===== config.mk =====
export PLATFORM = sky130hd
export DESIGN_NAME = fifo_uart_tx
export DESIGN_NICKNAME = d
export VERILOG_FILES = /design/src/rtl/uart_pkg.sv /design/src/rtl/uart_baud_tick.sv /design/src/rtl/fifo_uart_tx.sv
export SDC_FILE = /design/constraint.sdc
export NUM_CORES = 1
export LEC_CHECK = 0
export CAP_MARGIN = 40
export CORE_MARGIN = 8
export CORE_UTILIZATION = 59
export CTS_CLUSTER_SIZE = 10
export DETAILED_ROUTE_END_ITERATION = 7
export PLACE_DENSITY = 0.9
export SLEW_MARGIN = 10
export SYNTH_ARGS = -nofsm -noshare
export SYNTH_HDL_FRONTEND = slang
export SYNTH_HIERARCHICAL = 1
export SYNTH_SLANG_ARGS = --single-unit

===== constraint.sdc =====
create_clock -name clk -period 3.77 [get_ports clk]
set_input_delay 0.754 -clock clk [delete_from_list [all_inputs] [get_ports clk]]
set_output_delay 0.754 -clock clk [all_outputs]
set_load 0.005 [all_outputs]

===== src/rtl/uart_pkg.sv =====
// Shared UART settings: baud and stop-bit defaults plus the transmit FSM state encoding.
package uart_pkg;

    localparam int unsigned CLKS_PER_BIT_DEF = 868;
    localparam int unsigned STOP_BITS_DEF    = 1;
    localparam int unsigned BYTE_W           = 8;

    typedef enum logic [2:0] {
        ST_IDLE  = 3'd0,
        ST_LOAD  = 3'd1,
        ST_START = 3'd2,
        ST_DATA  = 3'd3,
        ST_STOP  = 3'd4
    } tx_state_e;

endpackage


===== src/rtl/uart_baud_tick.sv =====
// Baud counter: counts 0..CLKS_PER_BIT-1 and flags the final cycle of each bit period.
module uart_baud_tick
    import uart_pkg::*;
#(
    parameter int unsigned CLKS_PER_BIT = CLKS_PER_BIT_DEF,
    localparam int unsigned CNT_W       = $clog2(CLKS_PER_BIT)
) (
    input  logic             clk,
    input  logic             rst,
    input  logic             clr_i,
    output logic [CNT_W-1:0] cnt_o,
    output logic             bit_end_o
);

    localparam logic [CNT_W-1:0] CNT_LAST = CNT_W'(CLKS_PER_BIT - 1);

    logic [CNT_W-1:0] cnt_q, cnt_d;
    logic             bit_end_q, bit_end_d;

    // bit_end is registered alongside the count so it always equals (cnt == last)
    always_comb begin
        cnt_d = cnt_q + CNT_W'(1);
        if (clr_i || (cnt_q == CNT_LAST)) begin
            cnt_d = '0;
        end
        bit_end_d = (cnt_d == CNT_LAST);
    end

    always_ff @(posedge clk) begin
        if (rst) begin
            cnt_q     <= '0;
            bit_end_q <= 1'b0;
        end else begin
            cnt_q     <= cnt_d;
            bit_end_q <= bit_end_d;
        end
    end

    assign cnt_o     = cnt_q;
    assign bit_end_o = bit_end_q;

endmodule


===== src/rtl/fifo_uart_tx.sv =====
// FIFO-drain UART transmitter: pops bytes from a 1-cycle-latency FIFO and sends 8N1/8N2 frames.
module fifo_uart_tx
    import uart_pkg::*;
#(
    parameter int unsigned CLKS_PER_BIT = CLKS_PER_BIT_DEF,
    parameter int unsigned STOP_BITS    = STOP_BITS_DEF
) (
    input  logic              clk,
    input  logic              rst,
    input  logic              tx_en_i,
    input  logic              fifo_empty_i,
    output logic              fifo_rd_en_o,
    input  logic [BYTE_W-1:0] fifo_data_i,
    output logic              tx_serial_o,
    output logic              busy_o,
    output logic              done_o
);

    localparam int unsigned      CNT_W        = $clog2(CLKS_PER_BIT);
    localparam logic [CNT_W-1:0] CNT_PRE_LAST = CNT_W'(CLKS_PER_BIT - 2);
    localparam logic [2:0]       LAST_DATA    = 3'(BYTE_W - 1);
    localparam logic [2:0]       LAST_STOP    = 3'(STOP_BITS - 1);

    tx_state_e         state_q, state_d;
    logic [BYTE_W-1:0] shreg_q, shreg_d;
    logic [2:0]        idx_q, idx_d;
    logic              tx_q, tx_d;
    logic              rd_en_q, rd_en_d;
    logic              busy_q, busy_d;
    logic              done_q, done_d;

    logic [CNT_W-1:0]  cnt;
    logic              bit_end;
    logic              baud_clr;

    assign baud_clr = (state_q == ST_IDLE) || (state_q == ST_LOAD);

    uart_baud_tick #(
        .CLKS_PER_BIT (CLKS_PER_BIT)
    ) u_baud (
        .clk       (clk),
        .rst       (rst),
        .clr_i     (baud_clr),
        .cnt_o     (cnt),
        .bit_end_o (bit_end)
    );

    // Outputs are decoded from the next state so the registered pins track state_q exactly
    always_comb begin
        state_d = state_q;
        shreg_d = shreg_q;
        idx_d   = idx_q;
        rd_en_d = 1'b0;
        done_d  = 1'b0;

        unique case (state_q)
            ST_IDLE: begin
                if (rd_en_q) begin
                    state_d = ST_LOAD;
                end else if (tx_en_i && !fifo_empty_i) begin
                    rd_en_d = 1'b1;
                end
            end
            ST_LOAD: begin
                shreg_d = fifo_data_i;
                idx_d   = '0;
                state_d = ST_START;
            end
            ST_START: begin
                if (bit_end) begin
                    state_d = ST_DATA;
                end
            end
            ST_DATA: begin
                if (bit_end) begin
                    shreg_d = {1'b0, shreg_q[BYTE_W-1:1]};
                    if (idx_q == LAST_DATA) begin
                        idx_d   = '0;
                        state_d = ST_STOP;
                    end else begin
                        idx_d = idx_q + 3'd1;
                    end
                end
            end
            ST_STOP: begin
                if ((idx_q == LAST_STOP) && (cnt == CNT_PRE_LAST)) begin
                    done_d = 1'b1;
                end
                if (bit_end) begin
                    if (idx_q == LAST_STOP) begin
                        idx_d   = '0;
                        state_d = ST_IDLE;
                        // Pop in the first idle cycle so only IDLE+LOAD separate frames
                        if (tx_en_i && !fifo_empty_i) begin
                            rd_en_d = 1'b1;
                        end
                    end else begin
                        idx_d = idx_q + 3'd1;
                    end
                end
            end
            default: begin
                state_d = ST_IDLE;
            end
        endcase

        tx_d   = 1'b1;
        if (state_d == ST_START) begin
            tx_d = 1'b0;
        end else if (state_d == ST_DATA) begin
            tx_d = shreg_d[0];
        end
        busy_d = (state_d != ST_IDLE);
    end

    always_ff @(posedge clk) begin
        if (rst) begin
            state_q <= ST_IDLE;
            shreg_q <= '0;
            idx_q   <= '0;
            tx_q    <= 1'b1;
            rd_en_q <= 1'b0;
            busy_q  <= 1'b0;
            done_q  <= 1'b0;
        end else begin
            state_q <= state_d;
            shreg_q <= shreg_d;
            idx_q   <= idx_d;
            tx_q    <= tx_d;
            rd_en_q <= rd_en_d;
            busy_q  <= busy_d;
            done_q  <= done_d;
        end
    end

    assign fifo_rd_en_o = rd_en_q;
    assign tx_serial_o  = tx_q;
    assign busy_o       = busy_q;
    assign done_o       = done_q;

endmodule


==> run_results.csv <==
group,metric,value,unit
run_status,outcome,"complete, no violations",
timing,grt_setup_unrepaired,"no",
clock_network,cts.sinks,29,
clock_network,cts_tree,"built",
hold_path,hp-class,"flop to flop",
global_route,grt.overflow.total,0,
worst_setup_path,r2r_setup_slack,1590,ps
worst_setup_path,path_class,"flop to flop",
final_layout,diodes,0,
global_route,grt_pass1_wl,5.65,mm
final_layout,layout-drive-gt1-share,0.0933,
final_layout,fin_util,0.709,
logic_synthesis,syn_avg_cell_area,8.49,sq um
logic_synthesis,yosysWarnings,6,
clock_network,cts_resized,0,
pwr,power_leakage,0.578,nW
worst_setup_path,rr_worst_depth,4,
timing,setup_tns,0,ps
placed_design,numPortBuffers,15,
worst_setup_path,cp.arrival,2420,ps
worst_setup_path,worstSetupStartpoint,"state_q[0]",
route,vias,1348,
logic_synthesis,synth.cell_area,0.00151,sq mm
worst_setup_path,r2r_end,"shreg_q[1]",
route,ant_nets,0,
global_route,grt_pass1_vias,1268,
logic_synthesis,synth_edf_count,0,
logic_synthesis,ys_ff_latch,29,
final_layout,stdcell_area,0.00174,sq mm
route,routedWlPerCell,14.9,microns
placed_design,dpl_cell_area,0.00166,sq mm
logic_synthesis,synthArstFlopShare,0,
worst_setup_path,r2r-start,"state_q[0]",
timing,fin_skew,5.45,ps
logic_synthesis,yosysTopAreaCell,"dfxtp_1",
timing,max_freq,0.458,GHz
worst_setup_path,critPathLaunchType,"flop",
final_layout,nets,208,
floorplan,die_h,66.6,microns
final_layout,area_delta_synth_final,15.1,%
pwr,power,0.650,mW
clock_network,worstSkewPairLatency,330,ps
global_route,grt_max_degree,20,
route,drt_wl_total,3.33,mm
clock_network,cts-root-buf,"clkbuf_4",
hold_path,hold_end,"idx_q[2]",
timing,tightest_slew,925,ps
pwr,vdd_ir_drop_max,0.000340,V
placed_design,gp_congestion,0.867,
clock_network,post_cts_buffers,0,
clock_network,cts_made_buffers,5,
clock_network,htreeDepth,2,
floorplan,pin_count,16,
pwr,powerDensity,374,mW/mm^2
logic_synthesis,synth.area.top_cells,"dfxtp_1 38%, nor2_1 6.7%, o21ai_0 4.0%",
floorplan,floorplan.core_area,0.00245,sq mm
global_route,groute.usage.overall,0.161,
hold_path,holdCritStartpoint,"idx_q[2]",
worst_setup_path,end_kind,"flop",
worst_setup_path,worstPathRequired,4010,ps
global_route,antenna_found_initial,0,
floorplan,die_w,66.6,microns
floorplan,start_util,0.616,
clock_network,path_clk_slew,90,ps
floorplan,num_rows,18,
timing,period_share,0.579,
placed_design,hpwl,2.34,mm
clock_network,clk_path_buf_depth,2,
logic_synthesis,ys_types,47,
logic_synthesis,ys.flop_type,"dfxtp_1",
clock_network,ctsHoldBuffers,0,
route,drc,0,
timing,setup_viol,0,
worst_setup_path,cp_max_fo,15,
timing,final.min_clock_period,2180,ps
hold_path,hold_depth,2,
route,dr.first_iter.drc_count,121,
logic_synthesis,yosysSeqAreaShare,0.384,
timing,slew_viol_final,0,
timing,hold_viol_final,0,
logic_synthesis,syn-num-nets,194,
logic_synthesis,synthCells,178,
route,first_pass_iters,4,
flow_run,maxCapViolCount,0,
floorplan,die_area,0.00444,sq mm
route,viasPerCell,6.04,
timing,relSlewSlack,0.382,
logic_synthesis,synth.top_cell.area_share,0.384,
[how the worst max path moves through the flow]
stage	endpoint	slack, ps	cells past startpoint
after floorplan	busy_o	2150	6
after global routing	shreg_q[1]	1430	4
after global placement	u_baud/cnt_o[3]	1450	4
final	shreg_q[1]	1590	4
after detailed placement	u_baud/cnt_o[4]	1410	4
after CTS	shreg_q[1]	1620	4
[sequential cells by signal, indices dropped and copies added, names as in the netlist]
register / count
state_q: 3
tx_serial_o: 1
busy_o: 1
fifo_rd_en_o: 1
u_baud/bit_end_o: 1
u_baud/cnt_o: 10
shreg_q: 8
done_o: 1
idx_q: 3
[stage by stage]
step / hold WS [ps] / setup WS, ps / std cells
after detailed placement: 482 / 1410 / 215
after global placement: 466 / 1450 / 215
after global routing: 528 / 1430 / 223
after CTS: 495 / 1620 / 223
final: 496 / 1590 / 223
after floorplan: 447 / 2150 / 178
[per-layer routing]
metal,track usage,wire length (microns),up-vias
li1,-,-,660
met1,0.179,1390,650
met2,0.270,1730,31
met3,0.0419,130,7
met4,0.0960,76,0
met5,0,0,-
[Yosys cell counts, types with 2 or more instances]
cell	n
buf_2	2
a21oi_1	5
xor2_1	2
a32oi_1	2
or3_1	8
nor4b_1	5
xnor2_1	4
nand3_1	6
nand2_1	10
nor3_1	6
nor2_1	27
a211oi_1	6
and3_1	2
a21o_1	2
clkbuf_1	4
dfxtp_1	29
nor2b_1	4
a31oi_1	2
ha_1	4
inv_1	9
o21ai_0	12
nand3b_1	2
[critical path: stages (launching register included)]
cell and delay [ps]:
dfxtp_1 550, nor2b_1 790, and2_0 410, nor2_1 70, a211oi_1 260
[cells by family after synthesis]
logic type      synth area share
flops                      0.384
fa+ha+maj                 0.0331
xor+xnor                  0.0348
compound gates             0.179
simple gates               0.318
buf+inv                   0.0513
[cell type report]
type	instances	area, sq um
clock buffers	7	55.1
flip-flops and latches	29	581
well taps	30	37.5
inverters	9	33.8
fillers	195	714
multi-input cells	132	853
clock inverters	1	30.0
repair buffers	15	150
[placed cells by master, fill, tap and decap left out, types with 2 or more instances in the layout]
master,instances
nor3_1,6
a31oi_1,2
and3_1,2
nand3_1,6
or3_1,8
a21oi_1,5
nand2_1,10
nor2b_1,4
a32oi_1,2
nor2_1,27
clkdlybuf4s50_1,15
xnor2_1,4
nor4b_1,5
dfxtp_1,29
a211oi_1,6
xor2_1,2
inv_1,9
o21ai_0,12
nand3b_1,2
clkbuf_4,5
ha_1,4
a21o_1,2
[power breakdown]
group / switching (mW) / internal [mW] / total [mW]
Combinational: 0.0271 / 0.0299 / 0.0570
Clock: 0.109 / 0.158 / 0.267
Sequential: 0.00993 / 0.316 / 0.326
Note: power is estimated with default switching activity, not from simulation.
